<file path="config.mk">
export PLATFORM = sky130hd
export DESIGN_NAME = fetch_queue
export DESIGN_NICKNAME = d
export VERILOG_FILES = /design/src/rtl/fetch_queue.sv
export SDC_FILE = /design/constraint.sdc
export NUM_CORES = 1
export LEC_CHECK = 0
export BUFFER_PORTS_ARGS = -buffer_cell sky130_fd_sc_hd__buf_2
export CORE_AREA = 2 2 203 205
export CTS_BUF_LIST = sky130_fd_sc_hd__clkbuf_2
export DETAILED_ROUTE_END_ITERATION = 10
export DIE_AREA = 0 0 205 207
export GPL_TIMING_DRIVEN = 0
export SYNTH_ARGS = -nofsm -noshare
export SYNTH_HDL_FRONTEND = slang
export SYNTH_SLANG_ARGS = --single-unit
</file>
<file path="constraint.sdc">
create_clock -name clk -period 2.5 [get_ports clk]
set_input_delay 0.25 -clock clk [delete_from_list [all_inputs] [get_ports clk]]
set_output_delay 0.25 -clock clk [all_outputs]
set_load 0.005 [all_outputs]
</file>
<file path="src/rtl/fetch_queue.sv">
// Fetch stage behind the free-running program counter: issues pc_in to the
// instruction memory, pairs the returned word with its pc and queues it for decode.
module fetch_queue #(
  parameter int ADDR_W = 32,
  parameter int DATA_W = 32,
  parameter int DEPTH  = 4
) (
  input  logic                     clk,
  input  logic                     rst,
  input  logic                     fetch_en,
  input  logic                     flush,
  input  logic [ADDR_W-1:0]        pc_in,
  output logic [ADDR_W-1:0]        imem_addr,
  input  logic [DATA_W-1:0]        imem_rdata,
  output logic                     out_valid,
  input  logic                     out_ready,
  output logic [ADDR_W-1:0]        out_pc,
  output logic [DATA_W-1:0]        out_instr,
  output logic [$clog2(DEPTH):0]   count,
  output logic                     overflow
);

  localparam int PTR_W = $clog2(DEPTH);
  localparam int CNT_W = PTR_W + 1;

  // Control state (reset) and datapath state (not reset)
  logic              vld_p1_q, vld_p1_d;
  logic [ADDR_W-1:0] pc_p1_q;
  logic [PTR_W-1:0]  wr_ptr_q, wr_ptr_d;
  logic [PTR_W-1:0]  rd_ptr_q, rd_ptr_d;
  logic [CNT_W-1:0]  count_q, count_d;
  logic              overflow_q, overflow_d;

  logic [ADDR_W-1:0] mem_pc_q    [DEPTH];
  logic [DATA_W-1:0] mem_instr_q [DEPTH];

  logic issue;
  logic push;
  logic pop;
  logic full;
  logic wr_en;

  // Next count: one step up on an accepted push, one step down on a pop.
  function automatic logic [CNT_W-1:0] next_count(input logic [CNT_W-1:0] cur,
                                                  input logic            inc,
                                                  input logic            dec);
    logic [CNT_W-1:0] res;
    res = cur;
    if (inc && !dec) res = cur + CNT_W'(1);
    else if (dec && !inc) res = cur - CNT_W'(1);
    return res;
  endfunction

  assign imem_addr = pc_in;

  assign out_valid = (count_q != '0);
  assign count     = count_q;
  assign overflow  = overflow_q;

  // Head outputs read zero while empty so the reset state is defined
  // without resetting the storage array.
  assign out_pc    = out_valid ? mem_pc_q[rd_ptr_q]    : '0;
  assign out_instr = out_valid ? mem_instr_q[rd_ptr_q] : '0;

  always_comb begin
    issue      = fetch_en & ~flush;
    push       = vld_p1_q & ~flush;
    pop        = out_valid & out_ready & ~flush;
    full       = (count_q == CNT_W'(DEPTH));
    wr_en      = push & (~full | pop);

    vld_p1_d   = issue;
    wr_ptr_d   = wr_en ? wr_ptr_q + PTR_W'(1) : wr_ptr_q;
    rd_ptr_d   = pop   ? rd_ptr_q + PTR_W'(1) : rd_ptr_q;
    count_d    = next_count(count_q, wr_en, pop);
    overflow_d = overflow_q | (push & full & ~pop);

    if (flush) begin
      wr_ptr_d = '0;
      rd_ptr_d = '0;
      count_d  = '0;
    end
  end

  // Stage p0 -> p1: fetch issued, memory read in flight
  always_ff @(posedge clk) begin
    if (rst) begin
      vld_p1_q   <= 1'b0;
      wr_ptr_q   <= '0;
      rd_ptr_q   <= '0;
      count_q    <= '0;
      overflow_q <= 1'b0;
    end else begin
      vld_p1_q   <= vld_p1_d;
      wr_ptr_q   <= wr_ptr_d;
      rd_ptr_q   <= rd_ptr_d;
      count_q    <= count_d;
      overflow_q <= overflow_d;
    end
  end

  always_ff @(posedge clk) begin
    if (issue) pc_p1_q <= pc_in;
  end

  // Stage p1 -> queue: returned word paired with its pc
  always_ff @(posedge clk) begin
    if (wr_en && !rst) begin
      mem_pc_q[wr_ptr_q]    <= pc_p1_q;
      mem_instr_q[wr_ptr_q] <= imem_rdata;
    end
  end

endmodule

</file>
# == Yosys cells after proc, flatten, opt, wreduce, memory -nomap -nowiden ==
# Memory sizes are Yosys's and may differ from the RTL's. A register that Yosys moved wholly into a read port is not among the register bits.
# Cells that the tools add are included.
# word_totals
reg_bits,41
ram_bits,256
out_inout_bits,101
wordCells,44
memories,2
# mem_list
memory,depth,word_bits,read_ports,rd_ports_with_merged_regs,wr,line,source
mem_instr_q,4,32,1,1,1,35,logic [DATA_W-1:0] mem_instr_q [DEPTH];
mem_pc_q,4,32,1,1,1,34,logic [ADDR_W-1:0] mem_pc_q [DEPTH];
# op_classes
addsub,4
n_eq_ne,1
n_mux,10
n_bitwise,12
reduce_logical,9
# ops
operator,count
32-bit 2-to-1 mux,2
2-bit 2-to-1 mux,4
1-bit AND,7
3-bit 2-to-1 mux,2
2-bit by 1-bit adder with 2-bit output (second input constant),2
3-bit by 1-bit adder with 3-bit output (second input constant),1
3-bit == test (second input constant),1
1-bit logical AND,3
1-bit zero test,3
1-bit NOT,3
3-bit nonzero test,1
3-bit by 1-bit subtractor with 3-bit output (second input constant),1
1-bit 2-to-1 mux,2
1-bit bitwise OR,2
2-bit nonzero test,1
2-bit OR reduction,1

# == Depth between registers and ports, before layout ==
# Gate-level depths: netlist (run 1).
# depth
depth_word,9
ltp_mapped,9
mapped_depth_nobuf,8

# == Worst setup path after synthesis (run 1) ==
# No wires, ideal clock.
# synth_timing
kind,reg-to-reg
from,"register count_q[0], in the netlist count[0]"
to,memory mem_instr_q[2][0] (enable)
arrival_time_ns,2.381
required_ns,2.071
setup_slack_ns,-0.310
stages_incl_launch_ff,4
path_buffers,0
synth_period_minus_slack_ns,2.810
path_cell_list,dfxtp_1 > nor4b_2 > nor3_1 > and2_1
# synth_between
elab_chain_cells,8
word_cells_on_any_way,10
cone_classes,eq/ne (1); mux (2); bitwise (5); reduce/logical (2)
# synth_rtl
element,line,source
start: declaration,31,"logic [CNT_W-1:0] count_q, count_d;"
start signal: assignment,97,count_q <= count_d;
3-bit nonzero test,56,assign out_valid = (count_q != '0);
1-bit AND (2 in series),68,pop = out_valid & out_ready & ~flush;
1-bit bitwise OR *,70,wr_en = push & (~full | pop);
1-bit AND *,70,
1-bit logical AND *,108,if (wr_en && !rst) begin
1-bit 2-to-1 mux *,108,
1-bit 2-to-1 mux (implied by the code) *,110,mem_instr_q[wr_ptr_q] <= imem_rdata;
end: declaration,35,
# Every way passes the cells marked *; elsewhere a longest branch is shown, timed or not.

==> summary.md, run 1 <==
| Metric | Value |
|---|---|
| CP max stage delay | `0.52 ns` |
| Share of cells above drive strength 1 | `49.2%` |
| Clk buf depth | `3` |
| Crit end category | `primary output` |
| Distinct cells, synth | `30` |
| WP buf/inv | `3` |
| DR WL met2 | `12.9 mm` |
| Max-slew headroom | `60.2%` |
| Crit path kind | `reg2out` |
| Ys Warns | `0` |
| CP max stage cell | `mux4_2` |
| Iteration-0 DRC count of the detailed router | `257` |
| Site row count | `74` |
| First-pass GRT wire length | `39.4 mm` |
| Pre-antenna DRT Iters | `6` |
| Psw | `0.00225 W` |
| DP HPWL | `14.6 mm` |
| Register area share after synthesis | `77.2%` |
| DP Area | `13,100 um2` |
| DRC | `0` |
| Minimum clock period | `2.69 ns` |
| IO Pins | `170` |
| # setup viols final | `64` |
| Die W | `205 um` |
| Synth-to-layout area growth | `39.6%` |
| DR WL/cell | `17.3 um` |
| Comb power frac | `6.1%` |
| Worst hold path type | `in2reg` |
| Max VDD drop | `379 uV` |
| Mean Syn Cell Area | `21.8 um2` |
| Met3 wire len | `1.55 mm` |
| Fin. Hold Viols | `0` |
| Worst Skew | `0.0747 ns` |
| Unrepaired setup endpoints after global routing | `true` |
| Die Span Y | `207 um` |
| Startpoint types | `flip-flop` |
| CTS tree | `done` |
| WL final | `26.2 mm` |
| Final period util | `108%` |
| Layout Nets | `1,005` |
| GPL Wtd Cong | `0.698` |
| Clk pin slew, worst setup/hold paths | `0.10 ns` |
| Setup Total Neg Slack | `-8.76 ns` |
| Max-cap violation count | `0` |
| CTS Sinks | `299` |
| WP data required | `2.25 ns` |
| CP top delay family | `multiplexers` |
| Final worst slack | `-0.189 ns` |
| GR Overflow Total | `0` |
| Vias | `6,379` |
| Slew Viols, Final | `0` |
| Worst-path cell chain | `clkbuf_16 -> buf_12 -> mux4_2 -> and2_4 -> buf_6` |
| Highest metal used | `met4` |
| Via density | `4.20` |
| Final Util | `39.7%` |
| Syn Nets | `603` |
| Clock power share | `35.9%` |
| Outcome | `complete, but fails checks` |
| Cell area after layout | `16,000 um2` |
| P_leak | `5.77 nW` |
| Initial antenna violation count | `1` |
| Switch share | `23.4%` |
| Clock latency on the worst-skew pair | `0.93 ns` |
| Root Buffer | `clkbuf_2` |
| Critical Path AT | `2.44 ns` |
| Fillers | `3,735` |
| GR Util All Layers | `12.5%` |
| Core Region | `40,400 um2` |
| Sequential share of power | `58.0%` |
| Total power | `0.00962 W` |
| Pin count of the biggest net entering global routing | `44` |
| Violated checks | `setup timing` |
| Int Power | `0.00737 W` |
| Synth Instances | `528` |
| Fin Hold WS | `0.289 ns` |
| Initial core utilization | `28.5%` |
| F_max | `372 MHz` |
| Commonest non-fill, non-tap cell in the layout | `edfxtp_1` |
| PortBufs | `169` |
| PwrDens | `600 nW/um2` |
| Syn Std Cell Area | `11,500 um2` |
| Number of CTS-inserted buffers | `79` |
| # H-tree levels | `3` |
| Most frequent cells in the layout | `288 x edfxtp_1, 137 x dlygate4sd3_1, 114 x buf_2` |
| Yosys reg bits | `299` |
| DRT met1 WL | `11.1 mm` |
| Worst-Margin Slew | `0.597 ns` |
| Post-route ant nets | `0` |
| Vias in the first global route | `7,061` |
| Crit Path Max Fanout | `5` |
| Die ar. | `42,400 um2` |
-- per-stage QoR --
step           cells  setup slack [ns]
4_1_cts         1517            -0.478
6_report        1518            -0.189
3_3_place_gp    1229             -1.22
5_1_grt         1518            -0.382
3_5_place_dp    1234            -0.136
2_1_floorplan    528             0.233
-- final cells by class --
| type | count | area [um2] | area share (%) |
|---|---|---|---|
| clock inverter | 31 | 214 | 1.33 |
| multi-input combinational | 171 | 2320 | 14.5 |
| tap | 532 | 666 | 4.15 |
| sequential | 299 | 8880 | 55.4 |
| clock buffer | 104 | 520 | 3.24 |
| antenna | 2 | 5.00 | 0.0312 |
| inverter | 4 | 15.0 | 0.0936 |
| timing repair buffer | 322 | 2920 | 18.2 |
| buffer | 53 | 503 | 3.14 |
-- flip-flops by register name (all words and copies together) (netlist names), named ones only --
signal	cells
mem_instr_q	128
mem_pc_q	128
pc_p1_q	32
count	3
rd_ptr_q	2
wr_ptr_q	2
overflow	1
vld_p1_q	1
-- worst paths after layout --
path,cells after the start,end,from,slack (ns)
setup / recovery,5,out_pc[26],flip-flop,-0.19
hold reg to reg,0,mem_pc_q[0][15],pc_p1_q[15],0.49
setup reg to reg,9,count[2],count[0],0.10
hold / removal,5,rd_ptr_q[0],out_ready,0.29
-- synthesized netlist by cell type --
cell type | instances | area, um2
nor2_1 | 8 | 30.0
buf_6 | 1 | 11.3
a31oi_1 | 1 | 6.26
o21ai_0 | 2 | 10.0
buf_4 | 32 | 240
clkbuf_1 | 7 | 26.3
fa_1 | 1 | 20.0
inv_1 | 4 | 15.0
nand3_1 | 1 | 5.00
dfxtp_1 | 11 | 220
nor3_1 | 1 | 5.00
mux4_2 | 60 | 1350
nand2b_1 | 1 | 6.26
mux4_1 | 4 | 105
buf_12 | 6 | 120
o31ai_1 | 1 | 7.51
a21oi_1 | 2 | 10.0
nor4b_2 | 1 | 15.0
ha_1 | 5 | 62.6
clkbuf_2 | 1 | 5.00
nor2b_1 | 1 | 6.26
xor2_1 | 4 | 35.0
or2_2 | 1 | 6.26
buf_2 | 7 | 35.0
o311ai_0 | 1 | 8.76
nand2_1 | 2 | 7.51
or3_1 | 3 | 18.8
edfxtp_1 | 288 | 8650
and2_1 | 69 | 432
mux2i_1 | 2 | 20.0
-- cells by family after synthesis --
logic type | Yosys count | share of synthesized area (%)
AO/OA/AOI/OAI | 7 | 0.370
XOR/XNOR | 4 | 0.305
adder cells (fa/ha/maj) | 6 | 0.719
AND/OR/NAND/NOR | 88 | 4.63
buffers and inverters | 58 | 3.94
flip-flops | 299 | 77.2
multiplexers | 66 | 12.8
-- timing repair --
action / in CTS / in global routing
gates resized for setup: 126 / 38
gates cloned: 5 / 3
buffers inserted: 6 / 1
setup endpoints to repair: 66 / 65
hold buffers: 137 / 0
pin swaps: 31 / 21
endpoints found under the hold margin: 279 / 0
-- tightest hold or removal path, delay by kind of cell --
family / cells / cell delay (ns)
XOR/XNOR: 1 / 0.08
AND/OR/NAND/NOR: 1 / 0.08
buffers and inverters: 2 / 0.69
AO/OA/AOI/OAI: 1 / 0.08
-- power by group through the flow --
| stage | sequential [W] | clock, W | combinational, W |
|---|---|---|---|
| 2_1_floorplan | 0.00569 | 0 | 0.000145 |
| 3_3_place_gp | 0.00570 | 0 | 0.000328 |
| 3_5_place_dp | 0.00570 | 0 | 0.000340 |
| 4_1_cts | 0.00558 | 0.00365 | 0.000573 |
| 5_1_grt | 0.00559 | 0.00387 | 0.000635 |
| 6_report | 0.00558 | 0.00345 | 0.000586 |
-- layer usage --
layer,vias to the layer above,track usage [%]
li1,2938,-
met1,3180,14.6
met2,211,20.8
met3,50,3.65
met4,0,6.13
met5,-,0
No activity file was read; power rests on OpenSTA's default activity.
==> run 2, diff against run 1 <==
--- a/config.mk
+++ b/config.mk
@@ -10,7 +10,7 @@
 export CTS_BUF_LIST = sky130_fd_sc_hd__clkbuf_2
 export DETAILED_ROUTE_END_ITERATION = 10
 export DIE_AREA = 0 0 205 207
-export GPL_TIMING_DRIVEN = 0
+export PLACE_DENSITY_LB_ADDON = 0.25
 export SYNTH_ARGS = -nofsm -noshare
 export SYNTH_HDL_FRONTEND = slang
 export SYNTH_SLANG_ARGS = --single-unit
==> summary.md, run 2 (synthesized netlist as in run 1, its figures left out) <==
| Metric | Value |
|---|---|
| Outcome | `complete, but fails checks` |
| Violated checks | `setup timing` |
| GR Util All Layers | `12.7% (+0.27 points)` |
| Worst path most repeated cell | `buf_12` |
| CTS Sinks | `299 (unchanged)` |
| # setup viols final | `64 (unchanged)` |
| Via density | `4.22 (+0.36%)` |
| Crit Path Max Fanout | `6 (+1)` |
| DRC | `0 (unchanged)` |
| Site row count | `74 (unchanged)` |
| Max-cap violation count | `0 (unchanged)` |
| Highest metal used | `met4` |
| CP max stage cell | `mux4_2` |
| Commonest non-fill, non-tap cell in the layout | `edfxtp_1` |
| Clk buf depth | `3 (unchanged)` |
| Setup Total Neg Slack | `-10.67 ns (-1.90 ns)` |
| Worst-path cell chain | `buf_12 -> buf_12 -> buf_16 -> mux4_2 -> and2_4 -> buf_6` |
| HP Start | `imem_rdata[22]` |
| Die ar. | `42,400 um2 (unchanged)` |
| P_leak | `5.70 nW (-1.3%)` |
| Critical Path AT | `2.49 ns (+0.05 ns)` |
| Register area | `8880 um2 (about the same)` |
| Fin cells | `1,486 (-2.1%)` |
| Hold path endpoint | `mem_instr_q[2][22]` |
| Synth-to-layout area growth | `38.0%` |
| Cell total after placement | `1,191 (-3.5%)` |
| CP max stage delay | `0.49 ns (-0.03 ns)` |
| Initial antenna violation count | `1 (unchanged)` |
| Vias | `6,267 (-1.8%)` |
| WP data required | `2.25 ns (about the same)` |
| Crit path kind | `reg2out` |
| Reg-to-reg endpoint | `count[2]` |
| Fillers | `3,789 (+1.4%)` |
| PortBufs | `169 (unchanged)` |
| F_max | `365 MHz (-1.7%)` |
| Final worst slack | `-0.237 ns (-0.0477 ns)` |
| IO Pins | `170 (unchanged)` |
| Final Util | `39.3% (-0.46 points)` |
| Hold path cells | `2 (-3)` |
| Cell area after layout | `15,900 um2 (-1.1%)` |
| Largest regs | `mem_instr_q: 128 flops, mem_pc_q: 128 flops, pc_p1_q: 32 flops` |
| Pin count of the biggest net entering global routing | `46 (+4.5%)` |
| FF-to-FF path depth | `8 (-1)` |
| Final period util | `109% (+1.9 points)` |
| Max-slew headroom | `60.6% (+0.45 points)` |
| Reg2reg setup slack | `0.24 ns (+0.14 ns)` |
| Vias in the first global route | `6,895 (-2.4%)` |
| DP Area | `12,800 um2 (-2.3%)` |
| Iteration-0 DRC count of the detailed router | `279 (+8.6%)` |
| Worst hold path type | `in2reg` |
| Die Span Y | `207 um (unchanged)` |
| # H-tree levels | `3 (unchanged)` |
| Die W | `205 um (unchanged)` |
| Post-route ant nets | `0 (unchanged)` |
| GPL Wtd Cong | `0.637 (-8.7%)` |
| Core Region | `40,400 um2 (unchanged)` |
| Worst Skew | `0.0885 ns (+0.0137 ns)` |
| Minimum clock period | `2.74 ns (+0.0477 ns)` |
| CP top delay family | `buffers and inverters` |
| GR Overflow Total | `0 (unchanged)` |
| Clock latency on the worst-skew pair | `0.93 ns (about the same)` |
| DP HPWL | `13.4 mm (-7.8%)` |
| Clk pin slew, worst setup/hold paths | `0.10 ns (about the same)` |
| DR WL/cell | `17.7 um (+2.6%)` |
| Most frequent cells in the layout | `288 x edfxtp_1, 137 x dlygate4sd3_1, 125 x buf_2` |
| CTS tree | `done` |
| Startpoint types | `flip-flop` |
| PwrDens | `628 nW/um2 (+4.7%)` |
| Unrepaired setup endpoints after global routing | `true` |
| Root Buffer | `clkbuf_2` |
| Reg-to-Reg Start | `count[0]` |
| DR WL met2 | `13.8 mm (+7.4%)` |
| Multi-input gate area | `2290 um2 (-1.3%)` |
| Total power | `0.00996 W (+3.5%)` |
| Crit end category | `primary output` |
| Share of cells above drive strength 1 | `47.8% (-1.3 points)` |
| Pre-antenna DRT Iters | `4 (-2)` |
| Initial core utilization | `28.5% (unchanged)` |
| Worst-Margin Slew | `0.591 ns (-0.00668 ns)` |
| WP buf/inv | `4 (+1)` |
| DRT met1 WL | `10.5 mm (-4.7%)` |
| Fin. Hold Viols | `0 (unchanged)` |
| WL final | `26.3 mm (+0.48%)` |
| Max VDD drop | `378 uV (-0.23%)` |
| Slew Viols, Final | `0 (unchanged)` |
| First-pass GRT wire length | `39.7 mm (+0.79%)` |
| Layout Nets | `971 (-3.4%)` |
| Met3 wire len | `1.38 mm (-11%)` |
| Number of CTS-inserted buffers | `79 (unchanged)` |
run 2: layout make-up:
type / count / area share, %
diodes: 1 / 0.0158
inverters: 4 / 0.0947
well taps: 532 / 4.20
repair buffers: 341 / 20.0
clock buffers: 119 / 3.76
multi-input cells: 171 / 14.4
clock inverters: 19 / 1.48
flip-flops and latches: 299 / 56.0
run 2: worst max-delay path by stage:
stage / from / end / slack [ns] / depth (start not counted)
after global placement: count[0] / count[2] / 0.25 / 8
after detailed placement: count[0] / count[2] / 0.25 / 8
final: flip-flop / out_pc[20] / -0.24 / 6
after global routing: flip-flop / out_pc[20] / -0.42 / 6
after CTS: flip-flop / out_pc[17] / -0.45 / 6
after floorplan: count[0] / count[2] / 0.23 / 9
run 2: per-layer routing:
layer  global-route usage [%]  vias up
met2                     22.5      176
met1                     14.3     3181
met3                     3.34       40
met5                        0        -
met4                     5.71        0
li1                         -     2870
run 2: through the flow:
step	hold WS, ns	worst slack [ns]
5_1_grt	0.130	-0.418
4_1_cts	0.0192	-0.447
3_3_place_gp	0.437	0.248
2_1_floorplan	0.322	0.233
6_report	0.190	-0.237
3_5_place_dp	0.440	0.247
run 2: power by group:
group | total [W] | internal (W) | switching (W)
clock | 0.00383 | 0.00187 | 0.00196
sequential | 0.00558 | 0.00554 | 0.0000381
combinational | 0.000546 | 0.000342 | 0.000204
total | 0.00996 | 0.00776 | 0.00220
run 2: repair_timing:
item	4_1_cts	5_1_grt
resized for setup	101	20
endpoints found under the hold margin	319	0
gates cloned	8	1
hold buffers	137	0
pin swaps	32	1
buffers inserted	11	1
endpoints found under the setup margin	65	64
==> run 3, diff against run 2 <==
--- a/config.mk
+++ b/config.mk
@@ -5,12 +5,14 @@
 export SDC_FILE = /design/constraint.sdc
 export NUM_CORES = 1
 export LEC_CHECK = 0
+export ABC_AREA = 1
 export BUFFER_PORTS_ARGS = -buffer_cell sky130_fd_sc_hd__buf_2
-export CORE_AREA = 2 2 203 205
+export CORE_AREA = 2 2 205 207
 export CTS_BUF_LIST = sky130_fd_sc_hd__clkbuf_2
 export DETAILED_ROUTE_END_ITERATION = 10
-export DIE_AREA = 0 0 205 207
+export DIE_AREA = 0 0 207 209
 export PLACE_DENSITY_LB_ADDON = 0.25
+export REMOVE_ABC_BUFFERS = 1
 export SYNTH_ARGS = -nofsm -noshare
 export SYNTH_HDL_FRONTEND = slang
 export SYNTH_SLANG_ARGS = --single-unit
==> summary.md, run 3 <==
| Metric | Value |
|---|---|
| Layout Nets | `1,312 (+35%)` |
| Die Span Y | `209 um (+0.97%)` |
| GR Util All Layers | `14.5% (+1.8 points)` |
| F_max | `399 MHz (+9.1%)` |
| Die W | `207 um (+0.98%)` |
| Top_reg_cell synth | `edfxtp_1` |
| First-pass GRT wire length | `47.9 mm (+21%)` |
| Max-cap violation count | `0 (unchanged)` |
| Post-synthesis compound-gate area fraction | `8.49% (+8.1 points)` |
| Post-synth ARST share | `0% (unchanged)` |
| Synth-to-layout area growth | `37.1%` |
| Die ar. | `43,300 um2 (+2.0%)` |
| Unrepaired setup endpoints after global routing | `true` |
| Largest regs | `mem_instr_q: 128 flops, mem_pc_q: 128 flops, pc_p1_q: 32 flops` |
| Critical Path AT | `2.26 ns (-0.23 ns)` |
| WP buf/inv | `4 (unchanged)` |
| Number of CTS-inserted buffers | `79 (unchanged)` |
| Syn Std Cell Area | `11,700 um2 (+2.1%)` |
| Reg-to-Reg Start | `wr_ptr_q[0]` |
| Post-synthesis xor/xnor area fraction | `0.0746% (-0.23 points)` |
| Area contributors post-synth | `edfxtp_1 74%, nor2_1 8.6%, o21ai_0 5.0%` |
| Crit path kind | `reg2out` |
| Critical Path Stages | `8 (+2)` |
| Clk pin slew, worst setup/hold paths | `0.10 ns (about the same)` |
| PortBufs | `169 (unchanged)` |
| Synth top cells by count | `288 x edfxtp_1, 270 x nor2_1, 118 x o21ai_0, 71 x a21oi_1, 37 x buf_4` |
| Site row count | `75 (+1.4%)` |
| Pin count of the biggest net entering global routing | `65 (+41%)` |
| Cell with the most instances after synthesis | `edfxtp_1` |
| Final worst slack | `-0.00907 ns (+0.228 ns)` |
| Vias in the first global route | `8,356 (+21%)` |
| GPL Wtd Cong | `0.716 (+12%)` |
| Commonest non-fill, non-tap cell in the layout | `edfxtp_1` |
| P_leak | `5.97 nW (+4.7%)` |
| Worst hold path type | `in2reg` |
| # H-tree levels | `3 (unchanged)` |
| Slew Viols, Final | `0 (unchanged)` |
| Fin. Hold Viols | `0 (unchanged)` |
| Total power | `0.00948 W (-4.8%)` |
| HP Start | `pc_in[18]` |
| Violated checks | `setup timing` |
| FF-to-FF path depth | `8 (unchanged)` |
| CP top delay family | `buffers and inverters` |
| CP max stage cell | `dfxtp_4` |
| Simple-Gate Fraction of Synth Area | `9.52% (+4.9 points)` |
| Yosys reg bits | `299 (unchanged)` |
| Max VDD drop | `241 uV (-36%)` |
| WL final | `31.5 mm (+20%)` |
| Largest family of logic cells by synthesized area | `simple AND/OR/NAND/NOR gates` |
| Distinct cells, synth | `19 (-37%)` |
| CP max stage delay | `0.40 ns (-0.09 ns)` |
| Via density | `4.38 (+3.8%)` |
| Final period util | `100% (-9.1 points)` |
| Post-synthesis adder-cell area fraction | `0.704% (-0.015 points)` |
| IO Pins | `170 (unchanged)` |
| Root Buffer | `clkbuf_2` |
| Hold path cells | `2 (unchanged)` |
| Most frequent cells in the layout | `288 x edfxtp_1, 204 x nor2_1, 169 x buf_2` |
| CTS Sinks | `299 (unchanged)` |
| Clock latency on the worst-skew pair | `0.91 ns (-0.02 ns)` |
| Worst path most repeated cell | `buf_12` |
| Initial core utilization | `28.4% (-0.038 points)` |
| Largest area contributor in the netlist | `edfxtp_1` |
| Share of cells above drive strength 1 | `36.4% (-11 points)` |
| Synth top area share | `73.7% (-1.6 points)` |
| Minimum clock period | `2.51 ns (-0.228 ns)` |
| Register area share after synthesis | `75.6% (-1.6 points)` |
| Crit end category | `primary output` |
| Worst-path cell chain | `buf_12 -> buf_12 -> buf_16 -> nor2_2 -> nor2_1 -> o21ai_1 -> a21oi_2 -> buf_2` |
| Worst-Margin Slew | `0.425 ns (-0.165 ns)` |
| Worst Skew | `0.0703 ns (-0.0182 ns)` |
| EDFF count, synth | `288 (unchanged)` |
| Synth Instances | `903 (+71%)` |
| Core Region | `41,300 um2 (+2.3%)` |
| WP data required | `2.25 ns (about the same)` |
| CTS tree | `done` |
| Startpoint types | `flip-flop` |
| Mux contribution to synthesized area | `0% (-13 points)` |
| DR WL/cell | `17.2 um (-2.9%)` |
| Pre-antenna DRT Iters | `4 (unchanged)` |
| GR Overflow Total | `0 (unchanged)` |
| DP HPWL | `16.9 mm (+26%)` |
| Fin Hold WS | `0.0994 ns (-0.0911 ns)` |
| DRC | `0 (unchanged)` |
| Initial antenna violation count | `1 (unchanged)` |
| Clk buf depth | `3 (unchanged)` |
| # setup viols final | `3 (-95%)` |
| Mean Syn Cell Area | `13.0 um2 (-40%)` |
| Post-route ant nets | `0 (unchanged)` |
| Vias | `8,012 (+28%)` |
| Dpl ws | `0.431 ns (+0.184 ns)` |
| Ys Warns | `0 (unchanged)` |
| Crit Path Max Fanout | `7 (+1)` |
| Outcome | `complete, but fails checks` |
| Max-slew headroom | `71.6% (+11 points)` |
| PwrDens | `589 nW/um2 (-6.2%)` |
| Iteration-0 DRC count of the detailed router | `362 (+30%)` |
run 3: changes by cell type after synthesis, moves of 10 or more:
cell	delta
o21ai_1	+10
o21ai_0	+116
nor2_1	+262
nand2_1	+16
inv_1	+17
buf_6	+16
and2_1	-69
mux4_2	-60
a21oi_1	+69
run 3: report_power, final:
part	internal (W)	total, W	switching (W)
Combinational	0.000252	0.000476	0.000225
Sequential	0.00554	0.00559	0.0000494
Clock	0.00148	0.00341	0.00193
run 3: what timing repair did:
| item | in CTS | in global routing |
|---|---|---|
| cloned | 18 | 1 |
| pin swaps | 48 | 60 |
| hold buffers | 104 | 0 |
| endpoints found under the hold margin | 203 | 0 |
| setup endpoints to repair | 64 | 64 |
| resized for setup | 198 | 103 |
| setup buffers | 17 | 4 |
run 3: final cells by class:
cell class              count  area (um2)
clock buffers             122         611
repair inverters            4        37.5
well taps                 539         674
multi-input cells         501        2700
repair buffers            328        2950
fillers                  4042       25200
flip-flops and latches    299        8880
clock inverters            12         101
inverters                  24         130
diodes                      1        2.50
run 3: routing by layer:
metal	vias up	track usage (%)	routed length, um	share of wire (%)
met2	224	23.5	14800	47
met5	-	0	0	0
met3	32	3.52	1980	6.3
li1	3878	-	-	-
met1	3878	19.0	14200	45
met4	0	5.05	468	1.5
run 3: kinds of logic after synthesis:
kind of cell             Yosys count
buffers and inverters            103
flip-flops                       299
AO/OA/AOI/OAI                    199
XOR/XNOR                           1
adder cells (fa/ha/maj)            6
AND/OR/NAND/NOR                  295
run 3: worst paths after layout:
| check | to | slack [ns] |
|---|---|---|
| min reg2reg | mem_pc_q[3][19] | 0.48 |
| min | pc_p1_q[18] | 0.1 |
| max reg2reg | wr_ptr_q[1] | 0.25 |
| max | out_pc[1] | -0.009 |
run 3: metrics by stage:
stage / area (um2) / utilization (%) / setup TNS [ns] / instances
3_3_place_gp: 13000 / 31.5 / 0 / 1553
2_1_floorplan: 11200 / - / -512.46 / 824
5_1_grt: 16100 / 39.0 / -7.77 / 1830
4_1_cts: 15800 / 38.2 / -5.84 / 1826
3_5_place_dp: 13000 / 31.5 / 0 / 1553
6_report: 16100 / 39.0 / -0.0128 / 1830
